$ cat config.mk
export PLATFORM = sky130hd
export DESIGN_NAME = kw_arb_pkt_mux_flat
export DESIGN_NICKNAME = d
export VERILOG_FILES = /design/src/rtl/kw_arb_pkt_mux_pkg.sv /design/src/rtl/kw_arb_pkt_mux_if.sv /design/src/rtl/kw_arb_pkt_mux_onehot_to_idx.sv /design/src/rtl/kw_arb_pkt_mux.sv /design/src/flat_wrapper.sv
export SDC_FILE = /design/constraint.sdc
export NUM_CORES = 1
export LEC_CHECK = 0
export CORE_AREA = 2 2 251 253
export DETAILED_ROUTE_END_ITERATION = 10
export DIE_AREA = 0 0 253 255
export PLACE_DENSITY_LB_ADDON = 0.3
export SLEW_MARGIN = 20
export SYNTH_ARGS = -nofsm -noshare
export SYNTH_HDL_FRONTEND = slang
export SYNTH_SLANG_ARGS = --single-unit
$ cat constraint.sdc
create_clock -name clock -period 3.05 [get_ports clock]
set_input_delay 0.7625 -clock clock [delete_from_list [all_inputs] [get_ports clock]]
set_output_delay 0.7625 -clock clock [all_outputs]
set_load 0.005 [all_outputs]
$ cat src/rtl/kw_arb_pkt_mux_pkg.sv
// Shared types and sizing helpers for the packet mux stage behind the
// static-priority arbiter.
package kw_arb_pkg;

    typedef enum logic {
        ST_IDLE = 1'b0,
        ST_BUSY = 1'b1
    } arb_mux_state_t;

    // Index width for N requesters; never narrower than one bit.
    function automatic int kw_clog2_n(input int n);
        return (n <= 1) ? 1 : $clog2(n);
    endfunction

endpackage

$ cat src/rtl/kw_arb_pkt_mux_if.sv
// Requester, arbiter and output-stream signals of the packet mux.
// The mux uses the slave view; its environment uses the master view.
interface kw_arb_pkt_mux_if #(
    parameter int N = 16,
    parameter int W = 32
);
    import kw_arb_pkg::*;

    localparam int IDXW = kw_clog2_n(N);

    logic [N-1:0]         in_valid;
    logic [N-1:0][W-1:0]  in_data;
    logic [N-1:0]         in_last;
    logic [N-1:0]         in_ready;
    logic [N-1:0]         arb_request;
    logic [N-1:0]         arb_lock;
    logic [N-1:0]         arb_grant;
    logic                 arb_granted;
    logic                 out_valid;
    logic [W-1:0]         out_data;
    logic                 out_last;
    logic [IDXW-1:0]      out_src;
    logic                 out_ready;

    modport slave (
        input  in_valid, in_data, in_last, arb_grant, arb_granted, out_ready,
        output in_ready, arb_request, arb_lock, out_valid, out_data, out_last, out_src
    );

    modport master (
        output in_valid, in_data, in_last, arb_grant, arb_granted, out_ready,
        input  in_ready, arb_request, arb_lock, out_valid, out_data, out_last, out_src
    );

endinterface

$ cat src/rtl/kw_arb_pkt_mux_onehot_to_idx.sv
// One-hot to binary index encoder; an all-zero input yields index 0.
module kw_onehot_to_idx
    import kw_arb_pkg::*;
#(
    parameter int N = 16,
    localparam int IDXW = kw_clog2_n(N)
) (
    input  logic [N-1:0]    onehot_i,
    output logic [IDXW-1:0] idx_o
);

    always_comb begin
        idx_o = '0;
        for (int i = 0; i < N; i++) begin
            if (onehot_i[i]) begin
                idx_o = idx_o | i[IDXW-1:0];
            end
        end
    end

endmodule

$ cat src/rtl/kw_arb_pkt_mux.sv
// Packet mux behind the static-priority arbiter: latches the winner, locks
// the arbiter for the whole packet and forwards its beats through one
// registered valid/ready stage.
//
//   state   | meaning
//   --------+----------------------------------------------
//   ST_IDLE | no owner; waiting for a one-hot grant
//   ST_BUSY | owner latched, arbiter locked, packet in flight
module kw_arb_pkt_mux
    import kw_arb_pkg::*;
#(
    parameter int N = 16,
    parameter int W = 32
) (
    input  logic              clock,
    input  logic              reset_n,
    kw_arb_pkt_mux_if.slave   bus
);

    localparam int IDXW = kw_clog2_n(N);

    arb_mux_state_t   state_q;
    logic [N-1:0]     owner_q;

    logic             out_valid_q, out_valid_d;
    logic [W-1:0]     out_data_q,  out_data_d;
    logic             out_last_q,  out_last_d;
    logic [IDXW-1:0]  out_src_q,   out_src_d;

    logic [IDXW-1:0]  sel_idx;
    logic [N-1:0]     in_ready_c;
    logic             can_load;
    logic             xfer;
    logic             sel_last;
    logic             grant_ok;

    kw_onehot_to_idx #(.N(N)) u_sel (
        .onehot_i (owner_q),
        .idx_o    (sel_idx)
    );

    assign can_load   = ~out_valid_q | bus.out_ready;
    assign in_ready_c = (state_q == ST_BUSY) ? (owner_q & {N{can_load}}) : '0;
    assign xfer       = |(bus.in_valid & in_ready_c);
    assign sel_last   = bus.in_last[sel_idx];

    // Zero or multi-bit grants never start a packet.
    assign grant_ok = bus.arb_granted
                    && (bus.arb_grant != '0)
                    && ((bus.arb_grant & (bus.arb_grant - N'(1))) == '0);

    assign bus.arb_request = bus.in_valid;
    assign bus.arb_lock    = (state_q == ST_BUSY) ? owner_q : '0;
    assign bus.in_ready    = in_ready_c;
    assign bus.out_valid   = out_valid_q;
    assign bus.out_data    = out_data_q;
    assign bus.out_last    = out_last_q;
    assign bus.out_src     = out_src_q;

    always_ff @(posedge clock) begin
        if (!reset_n) begin
            state_q <= ST_IDLE;
            owner_q <= '0;
        end else begin
            case (state_q)
                ST_IDLE: begin
                    if (grant_ok) begin
                        owner_q <= bus.arb_grant;
                        state_q <= ST_BUSY;
                    end
                end
                ST_BUSY: begin
                    if (xfer && sel_last) begin
                        owner_q <= '0;
                        state_q <= ST_IDLE;
                    end
                end
                default: begin
                    owner_q <= '0;
                    state_q <= ST_IDLE;
                end
            endcase
        end
    end

    // Single-entry output stage: load on transfer, drain when accepted.
    always_comb begin
        out_valid_d = out_valid_q;
        out_data_d  = out_data_q;
        out_last_d  = out_last_q;
        out_src_d   = out_src_q;
        if (xfer) begin
            out_valid_d = 1'b1;
            out_data_d  = bus.in_data[sel_idx];
            out_last_d  = sel_last;
            out_src_d   = sel_idx;
        end else if (bus.out_ready) begin
            out_valid_d = 1'b0;
        end
    end

    always_ff @(posedge clock) begin
        if (!reset_n) begin
            out_valid_q <= 1'b0;
            out_data_q  <= '0;
            out_last_q  <= 1'b0;
            out_src_q   <= '0;
        end else begin
            out_valid_q <= out_valid_d;
            out_data_q  <= out_data_d;
            out_last_q  <= out_last_d;
            out_src_q   <= out_src_d;
        end
    end

endmodule

$ cat src/flat_wrapper.sv
// flat-port wrapper written by rule: the top's interface ports become plain ports
module kw_arb_pkt_mux_flat import kw_arb_pkg::*;
#(
    parameter int N = 16,
    parameter int W = 32
)
  (clock, reset_n, bus_in_valid, bus_in_data, bus_in_last, bus_arb_grant, bus_arb_granted, bus_out_ready, bus_in_ready, bus_arb_request, bus_arb_lock, bus_out_valid, bus_out_data, bus_out_last, bus_out_src);
  kw_arb_pkt_mux_if #(.N(N), .W(W)) bus_i ();
  input  logic clock;
  input  logic reset_n;
  input wire logic [$bits(bus_i.in_valid)-1:0] bus_in_valid;
  input wire logic [$bits(bus_i.in_data)-1:0] bus_in_data;
  input wire logic [$bits(bus_i.in_last)-1:0] bus_in_last;
  input wire logic [$bits(bus_i.arb_grant)-1:0] bus_arb_grant;
  input wire logic [$bits(bus_i.arb_granted)-1:0] bus_arb_granted;
  input wire logic [$bits(bus_i.out_ready)-1:0] bus_out_ready;
  output wire logic [$bits(bus_i.in_ready)-1:0] bus_in_ready;
  output wire logic [$bits(bus_i.arb_request)-1:0] bus_arb_request;
  output wire logic [$bits(bus_i.arb_lock)-1:0] bus_arb_lock;
  output wire logic [$bits(bus_i.out_valid)-1:0] bus_out_valid;
  output wire logic [$bits(bus_i.out_data)-1:0] bus_out_data;
  output wire logic [$bits(bus_i.out_last)-1:0] bus_out_last;
  output wire logic [$bits(bus_i.out_src)-1:0] bus_out_src;
  assign bus_i.in_valid = bus_in_valid;
  assign bus_i.in_data = bus_in_data;
  assign bus_i.in_last = bus_in_last;
  assign bus_i.arb_grant = bus_arb_grant;
  assign bus_i.arb_granted = bus_arb_granted;
  assign bus_i.out_ready = bus_out_ready;
  assign bus_in_ready = bus_i.in_ready;
  assign bus_arb_request = bus_i.arb_request;
  assign bus_arb_lock = bus_i.arb_lock;
  assign bus_out_valid = bus_i.out_valid;
  assign bus_out_data = bus_i.out_data;
  assign bus_out_last = bus_i.out_last;
  assign bus_out_src = bus_i.out_src;
  kw_arb_pkt_mux #(.N(N), .W(W)) u_core (.clock(clock), .reset_n(reset_n), .bus(bus_i));
endmodule
Word-level counts from Yosys, hierarchy flattened
Cells that the tools add are included.

Logic and storage cells: 53. Bits in registers: 55. Input port bits: 564. Output and inout port bits: 86.

$lt $le $gt $ge: 1. Equality and inequality tests: 2. Bitwise logic cells: 6. Mux-type cells: 29. Add/sub/neg operators: 1. Reduce and logical (&&, ||, !) cells: 8.

Operator list (count): $bmux W32 S4 (1); $mux W16 (4); $and A16 B16 Y16 (3); $mux W32 (1); $mux W4 (8); $pmux W16 S2 (1); $logic_not A16 Y1 (1); $reduce_bool A16 Y1 (1); $reduce_or A16 Y1 (1); $sub A16 B1 Y16 const B (1); $mux W3 (4); $mux W1 (6); $lt A4 B5 Y1 const B (1); $bmux W1 S4 (1); $mux W2 (2); $logic_and A1 B1 Y1 (3); $ne A2 B1 Y1 const B (1); $ne A2 B2 Y1 const B (1); $not A1 Y1 (2); $pmux W1 S2 (1); $reduce_and A2 Y1 (1); $reduce_bool A2 Y1 (1); $or A1 B1 Y1 (1).

Longest topological paths before layout
Depth in word-level cells: 20. Gate-level depth with buffers: 11.

Cells and area by module
Synthesis repeated with hierarchy kept, for this count alone.

Cells, all modules: 507. Area total of the unflattened synthesis: 6677.7 µm².

By module, submodules not included: kw_arb_pkt_mux (cells each 496, sequential area each 1101.1 µm², instances 1, area each 6612.6 µm²); kw_onehot_to_idx (cells each 11, sequential area each 0.0 µm², instances 1, area each 65.1 µm²).

Least setup slack after synthesis
Ideal clock, no wire load.

Kind: input to register. Start: in bus_arb_grant[6]. End: reg u_core.owner_q[15]. Stages: 9. Arrival: 2.608 ns. Setup time: 0.059 ns. Path slack: 0.384 ns. Buffers on the path: 2. Path through: nor4_2 -> nand3_1 -> a2111oi_0 -> nor2_1 -> nor4_1 -> and2_1 -> clkbuf_2 -> buf_2 -> a22o_1.

Word-level cells in the longest chain between the ends: 6. Elaborated cells on any way between the ends: 8. Classes of those cells: add/sub (1); eq/ne (1); bitwise (1); reduce/logical (5).

RTL lines: start, declared (RTL line flat_wrapper.sv:14) `input wire logic [$bits(bus_i.arb_grant)-1:0] bus_arb_grant;`; $sub A16 B1 Y16 (RTL line kw_arb_pkt_mux.sv:50) `&& ((bus.arb_grant & (bus.arb_grant - N'(1))) == '0);`; $and A16 B16 Y16 (RTL line kw_arb_pkt_mux.sv:50); $logic_not A16 Y1 (RTL line kw_arb_pkt_mux.sv:50); $logic_and A1 B1 Y1 * (RTL line kw_arb_pkt_mux.sv:50); $ne A2 B1 Y1 (no line) *; $reduce_and A2 Y1 (no line) *; end signal, assigned (RTL line kw_arb_pkt_mux.sv:68) `owner_q <= bus.arb_grant;`; end, declared (RTL line kw_arb_pkt_mux.sv:23) `logic [N-1:0] owner_q;`.

Every way passes the cells marked *; elsewhere a longest branch is shown, timed or not. A chain may end at the register's enable or synchronous reset.

Final worst setup path
Start: in bus_arb_grant[5]. End: reg u_core.owner_q[11].

Same word-level chain as after synthesis.

==> qor.yml <==
logic_synthesis:
  synth_area_per_cell_um2: 5.53
  syn_inst: 1299
  synth_seq_cells: 55
  ys_types: 47
  synthesis.nets: 1863
  synth_edf_count: 0
  synth_top_area_share_pct: 27.3
  ys_warn_count: 0
  synth_area_leader_cell: "nand2_1"
  synth_area_leaders: "nand2_1, nand3_1, dfxtp_1"
  synthFlopType: "dfxtp_1"
  syn_area_um2: 7190
  async_reset_ff_share_pct: 0
  synth-seq-area-share_pct: 15.3
finish:
  final_nets: 2475
  area_growth_pct: 112
  fin_area_um2: 15200
  layout-drive-gt1-share_pct: 6.07
  diodes: 0
die:
  ios: 650
  dieWidth_um: 253
  dieArea_um2: 64500
  core_area_um2: 62200
  placementRows: 92
  start_util_pct: 11.6
  die_height_um: 255
sta:
  slew_headroom_pct: 40.9
  final_hold_viol_count: 0
  worst_pin_slew_ns: 0.885
  fin_skew_ns: 0.0228
  setup_viol: 0
  slew_viol_final: 0
  period_needed_ns: 2.96
  hold_slack_ns: 0.499
  fmax_mhz: 338
  period_share_pct: 96.9
route:
  wl_per_cell_um: 19.9
  drc: 0
  wl_met3_um: 4130
  drt_iter0_drc: 568
  dr.pass1.iters: 5
  wirelength_um: 53800
  wl_met2_um: 28400
  num_vias: 11606
  topRoutingLayerUsed: "met5"
  met1Wirelength_um: 19400
  viasPerCell: 4.28
  ant_nets: 0
placed_design:
  gp_congestion: 0.910
  place_area_um2: 15000
  dp_hpwl_um: 44500
  io_buffers: 649
cts:
  clkSinkCount: 55
  ctsHtreeMaxLevel: 2
  clock_latency_ns: 0.33
  cts_tree: "built"
  clock-root-buffer: "clkbuf_16"
  cts_buffer_depth: 2
  ctsHoldBuffers: 0
  postCtsSetupRepairBufs: 0
  clk_pin_slew_worst_paths_ns: 0.09
  cts_buffers: 5
grt:
  grt_pass1_vias: 11691
  grt.overflow.total: 0
  grt_max_degree: 134
  antenna_found_initial: 3
  grt_usage_pct: 15.8
  grt_first_pass_wirelength_um: 74800
hold_path:
  min_from: "u_core.bus.out_data[24]"
  hold_depth: 1
  min_to: "u_core.bus.out_data[24]"
  min-delay-path-class: "reg -> reg"
critical_path:
  worstRegToRegCells: 8
  crit_fanout: 16
  worstPathArrival_ns: 3.16
  startpoint_type: "input pin"
  r2r_end: "u_core.bus.out_data[8]"
  r2r_start: "u_core.owner_q[11]"
  cp_num_buf_inv: 4
  cpMostUsedCell: "buf_4"
  path_cells: "clkdlybuf4s50_1 > nor4_4 > buf_4 > nand4_1 > xor2_1 > a21oi_1 > nor4_2 > buf_4 > nor4b_4 > buf_12 > a22o_1"
  path_delay_family: "buffers and inverters"
  worstPathRequired_ns: 3.25
  critPathCaptureType: "flop"
  critPathSlowestCell: "clkdlybuf4s50_1"
  cpPeakStageDelay_ns: 0.50
  reg2reg_setup_slack_ns: 0.20
  path_class: "in -> reg"
power_and_ir_drop:
  peakVddDrop_v: 0.000180
  power_frac_seq_pct: 28.7
  p_leak_nw: 6.09
  powerDensity_nw_per_um2: 164
  p_int_mw: 1.87
  p_comb_share_pct: 42.7
  p_sw_share_pct: 25.1
  p_sw_uw: 625
  p_clk_share_pct: 28.6
job:
  max_cap_violations: 0
status:
  status: "completed"
==> cell usage after synthesis (3+ instances only) <==
master	number
a21oi_1	38
a221o_1	30
a221oi_1	4
a22o_1	20
a22oi_1	4
a31oi_1	4
and2_1	21
and3_1	19
buf_1	9
buf_2	22
buf_4	16
clkbuf_1	82
dfxtp_1	55
mux2i_1	19
nand2_1	522
nand2b_1	4
nand3_1	368
nor2_1	13
nor3_1	6
nor4_1	4
nor4_2	3
o211a_1	3
o21ai_0	3
o32ai_1	3
==> layout by cell type (no fill, tap or decap), types with 4 or more instances in the layout <==
master	instances
clkdlybuf4s50_1	649
nand2_1	521
nand3_1	367
buf_4	71
dfxtp_1	55
a21oi_1	38
a221o_1	30
a22o_1	20
and2_1	19
mux2i_1	19
and3_1	17
buf_12	17
nor2_1	12
nor3_1	6
clkbuf_16	5
a221oi_1	4
a22oi_1	4
a31oi_1	4
==> sequential cells by signal, summed over array words and instances (netlist names) <==
register	count
u_core.bus.out_data	32
u_core.owner_q	16
u_core.bus.out_src	4
u_core.bus.out_last	1
u_core.bus.out_valid	1
u_core.state_q	1
==> power groups by stage <==
stage / sequential [mW] / combinational (mW) / clock [mW]
2_1_floorplan: 0.734 / 0.197 / 0
3_3_place_gp: 0.734 / 1.07 / 0
6_report: 0.717 / 1.06 / 0.714
5_1_grt: 0.718 / 1.14 / 0.784
4_1_cts: 0.717 / 1.08 / 0.769
3_5_place_dp: 0.734 / 1.07 / 0
==> metrics by stage <==
step | std cells | power [mW] | setup TNS (ns) | setup slack, ns | util, %
floorplan | 1299 | 0.931 | 0 | 0.384 | -
global placement | 2703 | 1.81 | -10.75 | -0.349 | 24.1
detailed placement | 2703 | 1.81 | -11.91 | -0.446 | 24.1
CTS | 2711 | 2.57 | 0 | 0.00686 | 24.4
global route | 2711 | 2.64 | -0.0489 | -0.0165 | 24.5
finish | 2711 | 2.50 | 0 | 0.0944 | 24.5
==> logic make-up after synthesis <==
family / synth area share, %
AOI/OAI and AO/OA: 12.8
xor gates and xnor gates: 0.122
adders and majority gates: 0.139
buffers and inverters: 8.39
DFF: 15.3
muxes: 3.48
and+or+nand+nor: 59.7
==> timing repair <==
action / in CTS / in global routing
pin swaps: 0 / 3
endpoints found under the hold margin: 0 / 0
setup endpoints to repair: 16 / 32
resized for setup: 4 / 2
==> layout make-up <==
| type | instances | area (µm²) |
|---|---|---|
| Fill cell | 6971 | 47000 |
| Timing Repair Buffer | 737 | 7370 |
| Multi-Input combinational cell | 1111 | 5560 |
| Sequential cell | 55 | 1100 |
| Tap cell | 799 | 1000 |
| Clock buffer | 6 | 129 |
| Clock inverter | 2 | 38.8 |
| Inverter | 1 | 3.75 |
==> how the worst max path moves through the flow <==
| stage | startpoint | end | slack (ns) | cells past startpoint |
|---|---|---|---|---|
| floorplan | bus_arb_grant[6] | u_core.owner_q[15] | 0.38 | 9 |
| CTS | bus_arb_grant[5] | u_core.owner_q[11] | 0.007 | 10 |
| global placement | bus_arb_grant[5] | u_core.owner_q[14] | -0.35 | 10 |
| finish | bus_arb_grant[5] | u_core.owner_q[11] | 0.09 | 11 |
| detailed placement | bus_arb_grant[5] | u_core.owner_q[11] | -0.45 | 10 |
| global route | bus_arb_grant[5] | u_core.owner_q[1] | -0.02 | 11 |
==> metal layers <==
| layer | global-route usage [%] | vias up |
|---|---|---|
| met5 | 0 | - |
| met4 | 5.75 | 2 |
| met3 | 3.83 | 49 |
| met2 | 30.8 | 522 |
| met1 | 16.1 | 5351 |
| li1 | - | 5682 |
(Power assumes the default switching activity.)
